$ cat src/rtl/sdram_pkg.sv
// Shared SDRAM definitions: command encodings, write-engine state codes
// and a generic address field extractor.
package sdram_pkg;

  // {cs_n, ras_n, cas_n, we_n}
  localparam logic [3:0] CMD_NOP   = 4'b0111;
  localparam logic [3:0] CMD_ACT   = 4'b0011;
  localparam logic [3:0] CMD_READ  = 4'b0101;
  localparam logic [3:0] CMD_WRITE = 4'b0100;
  localparam logic [3:0] CMD_PRE   = 4'b0010;
  localparam logic [3:0] CMD_REF   = 4'b0001;
  localparam logic [3:0] CMD_MRS   = 4'b0000;

  localparam logic [2:0] ST_IDLE = 3'd0;
  localparam logic [2:0] ST_ASK  = 3'd1;
  localparam logic [2:0] ST_ACT  = 3'd2;
  localparam logic [2:0] ST_RCD  = 3'd3;
  localparam logic [2:0] ST_WR   = 3'd4;
  localparam logic [2:0] ST_TWR  = 3'd5;
  localparam logic [2:0] ST_PRE  = 3'd6;
  localparam logic [2:0] ST_RP   = 3'd7;

  localparam int unsigned A10_BIT = 10;
  localparam int unsigned WAIT_W  = 8;

  // Extract 'width' bits starting at 'lsb' from a packed {bank,row,col} address.
  function automatic logic [63:0] addr_field(input logic [63:0] addr, input int unsigned lsb,
                                             input int unsigned width);
    logic [63:0] mask;
    mask = (64'd1 << width) - 64'd1;
    return (addr >> lsb) & mask;
  endfunction

endpackage

$ cat src/rtl/sdram_wait_cnt.sv
// Loadable down-counter; done is high while the count sits at zero, so a
// load of N-1 gives a wait of exactly N cycles.
module sdram_wait_cnt #(
  parameter int unsigned W = 8
) (
  input  logic         clk,
  input  logic         rst_n,
  input  logic         load,
  input  logic [W-1:0] load_val,
  output logic         done
);

  logic [W-1:0] cnt_q;

  // Load takes priority; otherwise count down and park at zero.
  always_ff @(posedge clk or negedge rst_n) begin
    if (!rst_n) begin
      cnt_q <= '0;
    end else if (load) begin
      cnt_q <= load_val;
    end else if (cnt_q != '0) begin
      cnt_q <= cnt_q - 1'b1;
    end
  end

  assign done = (cnt_q == '0);

endmodule

$ cat src/rtl/sdram_write_burst.sv
// Multi-burst SDRAM write engine: requests the bus, opens rows, streams
// BL-word bursts from a FWFT FIFO, crosses rows and yields to the arbiter
// at burst boundaries, resuming at the saved address.
module sdram_write_burst
  import sdram_pkg::*;
#(
  parameter int unsigned DW     = 16,
  parameter int unsigned ROW_W  = 12,
  parameter int unsigned COL_W  = 9,
  parameter int unsigned BANK_W = 2,
  parameter int unsigned BL     = 4,
  parameter int unsigned LEN_W  = 8,
  parameter int unsigned T_RCD  = 2,
  parameter int unsigned T_WR   = 2,
  parameter int unsigned T_RP   = 2
) (
  input  logic                            sclk,
  input  logic                            srst_n,
  input  logic                            wr_trig,
  input  logic [LEN_W-1:0]                wr_len,
  input  logic [BANK_W+ROW_W+COL_W-1:0]   wr_addr,
  input  logic                            wr_en,
  output logic                            wr_ask,
  output logic                            wr_done,
  output logic                            busy,
  input  logic [DW-1:0]                   wr_data,
  output logic                            wr_data_en,
  output logic [3:0]                      sdram_cmd,
  output logic [BANK_W-1:0]               sdram_bank,
  output logic [ROW_W-1:0]                sdram_addr,
  output logic [DW-1:0]                   sdram_dq,
  output logic                            sdram_dq_oe
);

  localparam int unsigned BR_W   = BANK_W + ROW_W;
  localparam int unsigned BEAT_W = $clog2(BL);
  localparam logic [BEAT_W-1:0] BEAT_LAST = BEAT_W'(BL - 1);
  localparam logic [COL_W-1:0]  COL_STEP  = COL_W'(BL);
  localparam logic [COL_W-1:0]  COL_ALIGN = ~COL_W'(BL - 1);
  localparam logic [ROW_W-1:0]  A10_MASK  = ROW_W'(1) << A10_BIT;
  localparam logic [WAIT_W-1:0] RCD_VAL   = WAIT_W'(T_RCD - 1);
  localparam logic [WAIT_W-1:0] TWR_VAL   = WAIT_W'(T_WR - 1);
  localparam logic [WAIT_W-1:0] RP_VAL    = WAIT_W'(T_RP - 1);

  logic [2:0]        state_q, state_d;
  logic [COL_W-1:0]  col_q, col_d;
  logic [BR_W-1:0]   bkrow_q, bkrow_d;
  logic [LEN_W-1:0]  rem_q, rem_d;
  logic [BEAT_W-1:0] beat_q, beat_d;
  logic              wrap_q, wrap_d;
  logic              busy_q, busy_d;
  logic              done_q, done_d;
  logic [3:0]        cmd_q, cmd_d;
  logic [BANK_W-1:0] bank_q, bank_d;
  logic [ROW_W-1:0]  addr_q, addr_d;
  logic              den_q, oe_q, den_d;

  logic              wait_load, wait_done;
  logic [WAIT_W-1:0] wait_val;

  logic [COL_W-1:0]  trig_col, col_next;
  logic [BR_W-1:0]   trig_bkrow;
  logic [LEN_W-1:0]  rem_next;
  logic [BANK_W-1:0] cur_bank;
  logic [ROW_W-1:0]  cur_row;

  assign trig_col   = COL_W'(addr_field(64'(wr_addr), 0, COL_W)) & COL_ALIGN;
  assign trig_bkrow = BR_W'(addr_field(64'(wr_addr), COL_W, BR_W));
  assign cur_bank   = bkrow_q[BR_W-1:ROW_W];
  assign cur_row    = bkrow_q[ROW_W-1:0];
  assign col_next   = col_q + COL_STEP;
  assign rem_next   = (rem_q == '0) ? '0 : rem_q - 1'b1;

  sdram_wait_cnt #(
    .W (WAIT_W)
  ) u_wait (
    .clk      (sclk),
    .rst_n    (srst_n),
    .load     (wait_load),
    .load_val (wait_val),
    .done     (wait_done)
  );

  // Next-state, address bookkeeping and next registered command outputs.
  always_comb begin
    state_d   = state_q;
    col_d     = col_q;
    bkrow_d   = bkrow_q;
    rem_d     = rem_q;
    beat_d    = beat_q;
    wrap_d    = wrap_q;
    busy_d    = busy_q;
    done_d    = 1'b0;
    cmd_d     = CMD_NOP;
    bank_d    = bank_q;
    addr_d    = addr_q;
    den_d     = 1'b0;
    wait_load = 1'b0;
    wait_val  = '0;
    case (state_q)
      ST_IDLE: begin
        if (wr_trig && (wr_len != '0)) begin
          col_d   = trig_col;
          bkrow_d = trig_bkrow;
          rem_d   = wr_len;
          wrap_d  = 1'b0;
          busy_d  = 1'b1;
          state_d = ST_ASK;
        end
      end
      ST_ASK: begin
        if (wr_en) begin
          state_d = ST_ACT;
          cmd_d   = CMD_ACT;
          bank_d  = cur_bank;
          addr_d  = cur_row;
        end
      end
      ST_ACT: begin
        state_d   = ST_RCD;
        wait_load = 1'b1;
        wait_val  = RCD_VAL;
      end
      ST_RCD: begin
        if (wait_done) begin
          state_d = ST_WR;
          beat_d  = '0;
          wrap_d  = 1'b0;
          cmd_d   = CMD_WRITE;
          bank_d  = cur_bank;
          addr_d  = ROW_W'(col_q) & ~A10_MASK;
          den_d   = 1'b1;
        end
      end
      ST_WR: begin
        if (beat_q == BEAT_LAST) begin
          // Burst boundary: advance address, then chain, or close the row.
          col_d  = col_next;
          rem_d  = rem_next;
          wrap_d = (col_next == '0);
          if (col_next == '0) begin
            bkrow_d = bkrow_q + 1'b1;
          end
          if ((rem_next != '0) && wr_en && (col_next != '0)) begin
            beat_d = '0;
            cmd_d  = CMD_WRITE;
            bank_d = cur_bank;
            addr_d = ROW_W'(col_next) & ~A10_MASK;
            den_d  = 1'b1;
          end else begin
            state_d   = ST_TWR;
            wait_load = 1'b1;
            wait_val  = TWR_VAL;
          end
        end else begin
          beat_d = beat_q + 1'b1;
          den_d  = 1'b1;
        end
      end
      ST_TWR: begin
        if (wait_done) begin
          state_d = ST_PRE;
          cmd_d   = CMD_PRE;
          bank_d  = '0;
          addr_d  = A10_MASK;
        end
      end
      ST_PRE: begin
        state_d   = ST_RP;
        wait_load = 1'b1;
        wait_val  = RP_VAL;
      end
      ST_RP: begin
        if (wait_done) begin
          if (rem_q == '0) begin
            done_d  = 1'b1;
            busy_d  = 1'b0;
            state_d = ST_IDLE;
          end else if (wrap_q && wr_en) begin
            // Row crossing while still granted: open the next row directly.
            state_d = ST_ACT;
            cmd_d   = CMD_ACT;
            bank_d  = cur_bank;
            addr_d  = cur_row;
          end else begin
            // Yield the bus; address and count are kept for the resume.
            done_d  = 1'b1;
            state_d = ST_ASK;
          end
        end
      end
      default: state_d = ST_IDLE;
    endcase
  end

  // State and registered outputs; reset aborts without issuing PRE.
  always_ff @(posedge sclk or negedge srst_n) begin
    if (!srst_n) begin
      state_q <= ST_IDLE;
      col_q   <= '0;
      bkrow_q <= '0;
      rem_q   <= '0;
      beat_q  <= '0;
      wrap_q  <= 1'b0;
      busy_q  <= 1'b0;
      done_q  <= 1'b0;
      cmd_q   <= CMD_NOP;
      bank_q  <= '0;
      addr_q  <= '0;
      den_q   <= 1'b0;
      oe_q    <= 1'b0;
    end else begin
      state_q <= state_d;
      col_q   <= col_d;
      bkrow_q <= bkrow_d;
      rem_q   <= rem_d;
      beat_q  <= beat_d;
      wrap_q  <= wrap_d;
      busy_q  <= busy_d;
      done_q  <= done_d;
      cmd_q   <= cmd_d;
      bank_q  <= bank_d;
      addr_q  <= addr_d;
      den_q   <= den_d;
      oe_q    <= den_d;
    end
  end

  assign wr_ask      = (state_q == ST_ASK);
  assign wr_done     = done_q;
  assign busy        = busy_q;
  assign wr_data_en  = den_q;
  assign sdram_cmd   = cmd_q;
  assign sdram_bank  = bank_q;
  assign sdram_addr  = addr_q;
  assign sdram_dq    = wr_data;
  assign sdram_dq_oe = oe_q;

endmodule

$ cat config.mk
export PLATFORM = sky130hd
export DESIGN_NAME = sdram_write_burst
export DESIGN_NICKNAME = d
export VERILOG_FILES = /design/src/rtl/sdram_pkg.sv /design/src/rtl/sdram_wait_cnt.sv /design/src/rtl/sdram_write_burst.sv
export SDC_FILE = /design/constraint.sdc
export NUM_CORES = 1
export LEC_CHECK = 0
export ABC_AREA = 1
export CORE_AREA = 2 2 115 117
export CTS_BUF_LIST = sky130_fd_sc_hd__clkbuf_4 sky130_fd_sc_hd__clkbuf_8
export DETAILED_ROUTE_END_ITERATION = 10
export DIE_AREA = 0 0 117 119
export SYNTH_ARGS = -nofsm -noshare
export SYNTH_HDL_FRONTEND = slang
export SYNTH_SLANG_ARGS = --single-unit
$ cat constraint.sdc
create_clock -name sclk -period 2.1 [get_ports sclk]
set_clock_uncertainty 0.1 [all_clocks]
set_input_delay 0.21 -clock sclk [delete_from_list [all_inputs] [get_ports sclk]]
set_output_delay 0.21 -clock sclk [all_outputs]
set_load 0.005 [all_outputs]
* Word-level counts from Yosys, hierarchy flattened *
Index checks and enable logic that the tools add are counted.

word-level totals
  input bits = 51
  output and inout bits = 39
  flip-flop bits (word level) = 66
  word-level logic and storage cells = 140

cells by class
  equal/unequal tests = 21
  muxes and demuxes = 75
  reductions and logical operators = 26
  $add $sub $neg = 5

operators with widths
  operator                                           number
  2-to-1 mux 12 bit                                  8
  one-hot mux 12 bit (5 select lines)                1
  2-to-1 mux 14 bit                                  3
  2-to-1 mux 8 bit                                   5
  2-to-1 mux 3 bit                                   12
  2-to-1 mux 2 bit                                   15
  one-hot mux 14 bit (2 select lines)                1
  one-hot mux 3 bit (8 select lines)                 1
  nonzero test 8 bit                                 3
  2-to-1 mux 9 bit                                   2
  != test 2 bit (second input constant)              9
  one-hot mux 9 bit (2 select lines)                 1
  2-to-1 mux 1 bit                                   17
  zero test 8 bit                                    2
  one-hot mux 8 bit (2 select lines)                 1
  subtractor 8 x 1 -> 8 bit (second input constant)  2
  one-hot mux 3 bit (5 select lines)                 1
  adder 14 x 1 -> 14 bit (second input constant)     1
  equality test 3 bit (second input constant)        4
  AND reduction 4 bit                                3
  one-hot mux 2 bit (5 select lines)                 1
  adder 9 x 3 -> 9 bit (second input constant)       1
  zero test 9 bit                                    1
  AND reduction 9 bit                                1
  18 further kinds                                   31

* Depth between registers and ports, before layout *
Gate-level depths: netlist (run 1).

  depth in word-level cells = 9
  gate-level depth with buffers = 16
  gate-level depth less buffers = 14

* Cells and area by module *
From an unflattened synthesis (run 1), not the netlist that was laid out.

unflattened totals
  cells, all modules = 570
  area total of the unflattened synthesis = 4142.7 um2

modules (own cells, without submodules)
  module             sequential area each (um2)  cells each  area each (um2)  times used
  sdram_write_burst  1380.1                      499         3629.7           1
  sdram_wait_cnt     200.2                       71          513.0            1

* Worst setup path before layout (run 1) *
OpenSTA, ideal clock, no wires.

  path kind = register -> register
  start = register rem_q[0]
  end = register addr_q[2] (netlist: sdram_addr[2])
  data required time = 1.883 ns
  period minus slack after synthesis = 1.989 ns
  path buffers = 1
  setup time = 0.117 ns
  data arrival time = 1.773 ns
  cell stages (with the launch flop) = 15
  path slack = 0.111 ns
  path through = dfrtp_1 -> inv_1 -> ha_1 -> nand2_1 -> nor2_2 -> nand2_2 -> nand2_1 -> nand2_1 -> nor2_1 -> nand3_1 -> nand2_2 -> nand2_4 -> buf_2 -> nand3_1 -> nand2_1

between the ends
  cells in the longest elaborated chain, start to end = 7
  elaborated cells between the ends (all ways) = 9
  those cells by class = 1 x add/sub; 2 x eq/ne; 1 x mux; 5 x reduce/logical

RTL lines
  item                                                          line                                               RTL
  start: declaration                                            sdram_write_burst.sv:48                            logic [LEN_W-1:0] rem_q, rem_d;
  start signal: assignment                                      sdram_write_burst.sv:216                           rem_q <= rem_d;
  subtractor 8 x 1 -> 8 bit or zero test 8 bit (tied branches)  sdram_write_burst.sv:72, sdram_write_burst.sv:175
  2-to-1 mux 8 bit                                              sdram_write_burst.sv:72                            assign rem_next = (rem_q == '0) ? '0 : rem_q - 1'b1;
  nonzero test 8 bit                                            sdram_write_burst.sv:144                           if ((rem_next != '0) && wr_en && (col_next != '0)) begin
  logical AND 1 bit (2 in a row)                                sdram_write_burst.sv:144
  != test 2 bit (no line)                                       n/a
  AND reduction 9 bit (no line) *                               n/a
  end signal: assignment                                        sdram_write_burst.sv:223                           addr_q <= addr_d;
  end: declaration                                              sdram_write_burst.sv:55                            logic [ROW_W-1:0] addr_q, addr_d;

Every way passes the cells marked *; elsewhere a longest branch is shown, timed or not.
A chain may end at the register's enable or synchronous reset.

* Final worst setup path (run 1) *
  start = register rem_q[1]
  end = register addr_q[3] (netlist: sdram_addr[3])

The elaborated chain is that of the path after synthesis.

==> results by group, run 1 <==
Run status
  • Status: finished, violations left
  • Failing checks: setup timing

Final layout
  • Area grow syn2layout: 30.1%
  • Final nets: roughly 680
  • Final core occ: between 40% and 50%
  • Commonest non-fill, non-tap cell in the layout: nand2_1
  • Final std cells w/o fill: 800
  • Antenna Cells: 0
  • Layout cell share with drive strength beyond 1: between 20 and 25%
  • Commonest cells after routing, fill and taps aside: nand2_1, dfrtp_1, clkdlybuf4s50_1
  • FILL cells: roughly 1,300
  • Final Instance Area: 5350 um2

Routing
  • DR WL met3: approximately 570 um
  • Vias/cell: 4.81
  • Routed len/inst: 13.8 um
  • DRC: 0
  • Uppermost routed layer: met4
  • WL met2: roughly 5300 um
  • Initial drt markers: 230
  • Pre-Repair DR Iteration Count: 4
  • Total number of vias: roughly 3,900
  • Routed length on met1: just under 5000 um
  • WL final: between 10,000 and 15,000 um
  • Routed Antenna Nets: 0

Critical path
  • Critical setup path kind: reg2reg
  • Element type at the critical path end: flop
  • Reg2reg start: rem_q[1]
  • Cells on worst reg2reg path: 15
  • Critical R2R Capture: sdram_addr[3]
  • Worst EP arrival: between 2 and 2.5 ns
  • Type of origin of the critical path: flop
  • Critical Path RT: ~2.3 ns
  • R2R setup slack: -0.02 ns
  • CP Max Fanout: 7

GRT
  • First-pass GRT wire length: 18,200 um
  • Total Routing Usage GR: 16.5%
  • Antenna violations before repair: 0
  • Total congestion overflow: 0
  • Largest net degree at the start of global routing: 64
  • Vias in the first global route: 3,768

Place
  • Placed cells: a little under 800
  • Placed cell area: 4840 um2
  • Final RePlAce weighted congestion: a little under 0.9
  • # port buffers: 54
  • Hpwl dp: 7810 um

Floorplan
  • Chip width: around 120 um
  • Site Rows: 42
  • I/O Pins: 90
  • Starting Density: between 30% and 40%
  • Core Box Area: 12,900 um2
  • Die area: 13,900 um2
  • Die height: approximately 120 um

Clock tree
  • Clock Tree Buf Depth: 2
  • CTS H-tree lvls: 3
  • Reg clk slew, reported paths: 0.08 ns
  • Root Buffer: clkbuf_8
  • CTS tree: yes
  • Clock sinks: between 60 and 70
  • Clk_lat worst skew: 0.35 ns
  • CTS Buf Count: 9

Timing
  • Setup repair after global routing missed its margin: yes
  • Max Fclk: 0.471 GHz
  • Hold_ws: about 0.30 ns
  • Final period utilization: 101%
  • Post-route setup slack: -0.0224 ns
  • # setup viols final: 14
  • Final-report hold violation count: 0
  • Fin crit period: ~2.1 ns
  • Max Slew Vio Count: 0

Hold path
  • Hold Crit Class: in2async

Synthesis
  • Cell variety after synth: 39
  • Synth Net Count: just over 600
  • Sequential area share after synthesis: ~38%
  • Synthesized area: 4110 um2
  • Synth Instances: ~550
  • Top cell type's share of synthesized area: between 30% and 40%
  • Syn Area/Cell: approximately 7.4 um2
  • Seq cells post-synth: 63
  • Synth top area cells: dfrtp_1, nand2_1, nand3_1
  • Synth Warn #: 0
  • Cell taking the most area after synthesis: dfrtp_1

Pwr
  • Ratio of total power to cell area: 1600 nW/um2
  • Peak supply drop: slightly below 500 uV
  • Leakage: 0.00250 uW

Job
  • Total of max-cap violations: 0
==> state kept, by name (all words and copies together), names as in the netlist <==
register,cells
busy,1
rem_q,8
sdram_cmd,3
sdram_dq_oe,1
state_q,3
u_wait.cnt_q,8
wrap_q,1
wr_done,1
col_q,7
sdram_bank,2
sdram_addr,12
bkrow_q,14
beat_q,2
==> worst max path at each step <==
stage / startpoint / endpoint / slack, ns / cells after the start
floorplan: rem_q[0] / sdram_addr[2] / 0.11 / 14
global placement: rem_q[1] / sdram_addr[5] / 0.03 / 14
detailed placement: rem_q[1] / sdram_addr[3] / -0.03 / 14
CTS: rem_q[0] / sdram_cmd[1] / 0.03 / 14
global route: rem_q[0] / sdram_addr[4] / -0.16 / 15
finish: rem_q[1] / sdram_addr[3] / -0.02 / 15
==> through the flow <==
step / setup WS, ns / total power [uW] / setup TNS (ns)
2_1_floorplan: 0.111 / 5410 / 0
3_5_place_dp: -0.0295 / 6770 / -0.214
5_1_grt: -0.156 / 9310 / -3.19
4_1_cts: 0.0268 / 8330 / 0
3_3_place_gp: 0.0268 / 6650 / 0
6_report: -0.0224 / 8550 / -0.162
==> repair_timing <==
item                       4_1_cts  5_1_grt
buffers inserted                 7        4
hold buffers                     1        0
resized for setup               18       22
setup endpoints to repair       23       39
hold endpoints to repair        60        0
cloned                           2        0
pin swaps                        5       11
==> synthesized netlist by cell type <==
cell / number
ha_1: 6
a21oi_2: 1
nand3_1: 48
a22oi_1: 2
or2_4: 1
nand4_2: 1
conb_1: 1
nand2_2: 15
or2_2: 1
o21ai_0: 23
nand3_4: 2
nor2_8: 2
buf_2: 7
a31oi_1: 6
clkbuf_1: 4
inv_4: 1
nor2_2: 6
buf_4: 23
xor2_1: 10
a21oi_1: 14
o21ai_1: 13
nand4_1: 13
o31ai_1: 4
nor2_4: 4
inv_2: 10
dfstp_2: 3
nand2_1: 133
inv_1: 50
a211oi_1: 1
nand2_4: 2
nand3_2: 2
nor2_1: 55
xnor2_1: 2
o221ai_1: 5
buf_8: 1
o211ai_1: 10
dfrtp_1: 60
nor3_4: 1
nor3_1: 9
==> layer usage <==
layer	track usage (%)	vias up
li1	-	1926
met1	22.1	1820
met2	26.6	93
met3	2.29	11
met4	7.06	0
met5	0	-
==> worst max-delay path, stage by stage (launching register included) <==
cell and delay [ns]:
dfrtp_1 0.39, inv_2 0.08, ha_4 0.15, nand2_4 0.05, nor2_4 0.15, nand2_4 0.12, nand2_2 0.11, nand2_2 0.06
nor2_2 0.12, nand3_2 0.11, nand2_2 0.12, nand2_4 0.10, buf_8 0.17, nand2_8 0.11, nand2_2 0.05, nand2_1 0.05
==> cells by family (layout without fill, tap and decap cells) <==
| kind of cell | after synthesis | in the layout | share of synthesized area (%) |
|---|---|---|---|
| and+or+nand+nor | 295 | 296 | 34.3 |
| buffers and inverters | 96 | 167 | 11.4 |
| AOI/OAI and AO/OA | 79 | 79 | 11.4 |
| DFF | 63 | 63 | 38.4 |
| xor gates and xnor gates | 12 | 12 | 2.56 |
| adders and majority gates | 6 | 6 | 1.83 |
| other | 1 | 1 | 0.0912 |
==> power by group <==
group / internal, uW / total (uW) / switching, uW
sequential: 1810 / 2380 / 570
clock: 706 / 1190 / 487
combinational: 2140 / 4980 / 2840
total: 4650 / 8550 / 3900
==> final cells by class <==
cell class / count / area [um2] / share of cell area, %
multi-input cells: 394 / 2200 / 41.1
clock buffers: 12 / 146 / 2.74
flip-flops and latches: 63 / 1580 / 29.5
repair buffers: 90 / 901 / 16.8
well taps: 176 / 220 / 4.12
clock inverters: 4 / 70.1 / 1.31
inverters: 61 / 231 / 4.33
No activity file was read; power rests on OpenSTA's default activity.
==> inputs of run 2 (changes only) <==
--- a/config.mk
+++ b/config.mk
@@ -7,8 +7,8 @@
 export LEC_CHECK = 0
 export ABC_AREA = 1
-export CORE_AREA = 2 2 115 117
+export CORE_AREA = 8 8 121 123
 export CTS_BUF_LIST = sky130_fd_sc_hd__clkbuf_4 sky130_fd_sc_hd__clkbuf_8
 export DETAILED_ROUTE_END_ITERATION = 10
-export DIE_AREA = 0 0 117 119
+export DIE_AREA = 0 0 129 131
 export SYNTH_ARGS = -nofsm -noshare
 export SYNTH_HDL_FRONTEND = slang
--- a/constraint.sdc
+++ b/constraint.sdc
@@ -3,3 +3,3 @@
 set_input_delay 0.21 -clock sclk [delete_from_list [all_inputs] [get_ports sclk]]
 set_output_delay 0.21 -clock sclk [all_outputs]
-set_load 0.005 [all_outputs]
+set_load 0.01 [all_outputs]
==> results by group, run 2 (same netlist as run 1, synthesis figures left out) <==
Run status
  • Status: finished clean

Pwr
  • Overall power: 8240 uW (-3.7%)
  • Ratio of total power to cell area: 1570 nW/um2 (-1.7%)
  • Leakage: 0.00245 uW (-2.2%)
  • Peak supply drop: 476 uV (-3.4%)

Final layout
  • Commonest non-fill, non-tap cell in the layout: nand2_1
  • FILL cells: 1,324 (+1.5%)
  • Final core occ: 40.7% (-0.84 points)
  • Antenna Cells: 0 (unchanged)
  • Layout cell share with drive strength beyond 1: 19.3% (-1.1 points)
  • Final nets: 670 (-0.89%)
  • Reg area: 1580 um2 (+0.24%)
  • Area grow syn2layout: 27.5%
  • Commonest cells after routing, fill and taps aside: nand2_1, dfrtp_1, nor2_1, clkdlybuf4s50_1, inv_1
  • Final std cells w/o fill: 794 (-0.75%)
  • Biggest register: bkrow_q
  • Max reg flops: 14 (unchanged)
  • Multi-input gate area: 2170 um2 (-1.4%)

Place
  • Hpwl dp: 8240 um (+5.5%)
  • Final RePlAce weighted congestion: 0.859 (-1.1%)
  • Placed cells: 772 (+0.26%)
  • # port buffers: 54 (unchanged)

GRT
  • Vias in the first global route: 3,766 (-0.053%)
  • Total congestion overflow: 0 (unchanged)
  • First-pass GRT wire length: 18,100 um (-0.90%)
  • Largest net degree at the start of global routing: 64 (unchanged)
  • Total Routing Usage GR: 13.4% (-3.1 points)
  • Antenna violations before repair: 0 (unchanged)

Job
  • Total of max-cap violations: 0 (unchanged)

Routing
  • Routed len/inst: 14.1 um (+1.7%)
  • Pre-Repair DR Iteration Count: 5 (+1)
  • Routed Antenna Nets: 0 (unchanged)
  • Total number of vias: 3,849 (-0.026%)
  • DRC: 0 (unchanged)
  • Initial drt markers: 256 (+11%)
  • WL final: 11,200 um (+0.99%)
  • Vias/cell: 4.85 (+0.73%)

Floorplan
  • Die height: 131 um (+10%)
  • Starting Density: 31.9% (unchanged)
  • Site Rows: 42 (unchanged)
  • Die area: 16,900 um2 (+21%)
  • Core Box Area: 12,900 um2 (unchanged)
  • I/O Pins: 90 (unchanged)
  • Chip width: 129 um (+10%)

Critical path
  • Worst EP arrival: 2.21 ns (-0.10 ns)
  • CP Launch Point: rem_q[0]
  • Crit-path most repeated cell: nand2_2
  • Cells on worst reg2reg path: 14 (-1)
  • R2R setup slack: 0.03 ns (+0.05 ns)
  • Critical Path RT: 2.24 ns (-0.04 ns)
  • CP peak stage delay: 0.39 ns (about the same)
  • Worst Setup EP: sdram_addr[10]
  • CP Max Fanout: 7 (unchanged)
  • CP cell instances: inv_2, ha_4, nand2_2, nor2_4, nand2_4, nand2_2, nand2_1, nor2_1, nand3_1, nand2_2, nand2_8, clkbuf_16, nand3_1, nand2_1
  • Levels on crit path: 14 (-1)
  • Element type at the critical path end: flop
  • CP max stage cell: dfrtp_1
  • Critical R2R Capture: sdram_addr[10]
  • Reg2reg start: rem_q[0]
  • Type of origin of the critical path: flop
  • Critical setup path kind: reg2reg
  • Worst path top cell family by delay: simple AND/OR/NAND/NOR gates
  • Bufs and invs on worst path: 2 (unchanged)

Timing
  • Max Fclk: 0.482 GHz (+2.3%)
  • Hold_ws: 0.317 ns (+0.0157 ns)
  • Final period utilization: 98.8% (-2.3 points)
  • Final-report hold violation count: 0 (unchanged)
  • Fin crit period: 2.07 ns (-0.0477 ns)
  • Max Slew Vio Count: 0 (unchanged)
  • # setup viols final: 0 (-14)
  • Setup repair after global routing missed its margin: yes

Clock tree
  • CTS Buf Count: 9 (unchanged)
  • Clock Tree Buf Depth: 2 (unchanged)
  • Reg clk slew, reported paths: 0.07 ns (about the same)
  • CTS H-tree lvls: 3 (unchanged)
  • Clock sinks: 63 (unchanged)
  • Root Buffer: clkbuf_8
  • CTS tree: yes
  • Clk_lat worst skew: 0.34 ns (about the same)

Hold path
  • Hold Crit Class: in2async
run 2: layout make-up:
class                   count  area share [%]
well taps                 176            4.20
clock buffers              12            2.91
repair buffers             85            16.0
inverters                  61            4.42
flip-flops and latches     63            30.2
multi-input cells         393            41.4
clock inverters             4           0.859
run 2: stage by stage:
step | setup slack [ns] | area [um2] | TNS (ns)
2_1_floorplan | 0.111 | 4110 | 0
3_3_place_gp | 0.0194 | 4850 | 0
3_5_place_dp | 0.0114 | 4850 | 0
4_1_cts | 0.00177 | 5060 | 0
5_1_grt | -0.0745 | 5240 | -1.36
6_report | 0.0253 | 5240 | 0
run 2: worst min-delay path by stage:
stage	end	slack (ns)	depth (start not counted)
floorplan	beat_q[0]	-0.19	0
global placement	u_wait.cnt_q[3]	0.15	2
detailed placement	u_wait.cnt_q[2]	0.16	2
CTS	u_wait.cnt_q[5]	0.32	3
global route	sdram_dq[5]	0.32	0
finish	u_wait.cnt_q[5]	0.32	3
run 2: per-layer routing:
layer	up-vias	routed length, um	share of wire, %	global-route usage (%)
met4	0	215	1.9	5.94
met3	16	575	5.2	2.03
met5	-	0	0	0
met1	1814	5040	45	17.0
met2	106	5320	48	22.3
li1	1913	-	-	-
run 2: what timing repair did:
action / CTS / global route
setup buffers: 0 / 4
setup endpoints to repair: 6 / 42
pin swaps: 0 / 6
hold buffers: 1 / 0
gates cloned: 0 / 1
hold endpoints to repair: 60 / 0
resized for setup: 1 / 32
run 2: worst reg2reg max path, delay by kind of cell, from the launching register on:
family | cells | cell delay (ns)
and+or+nand+nor | 11 | 1.09
buffers and inverters | 2 | 0.26
adders and majority gates | 1 | 0.14
DFF | 1 | 0.39
run 2: report_power, final:
part           switching, uW  total, uW  internal (uW)
sequential               553       2370           1820
clock                    465       1070            601
combinational           2800       4800           1990
total                   3820       8240           4420
==> inputs of run 3 (changes only) <==
Settings changed: CTS_CLUSTER_DIAMETER from default to 30.
==> results of run 3 <==
Final layout, timing and power as in run 2 (identical DEF).
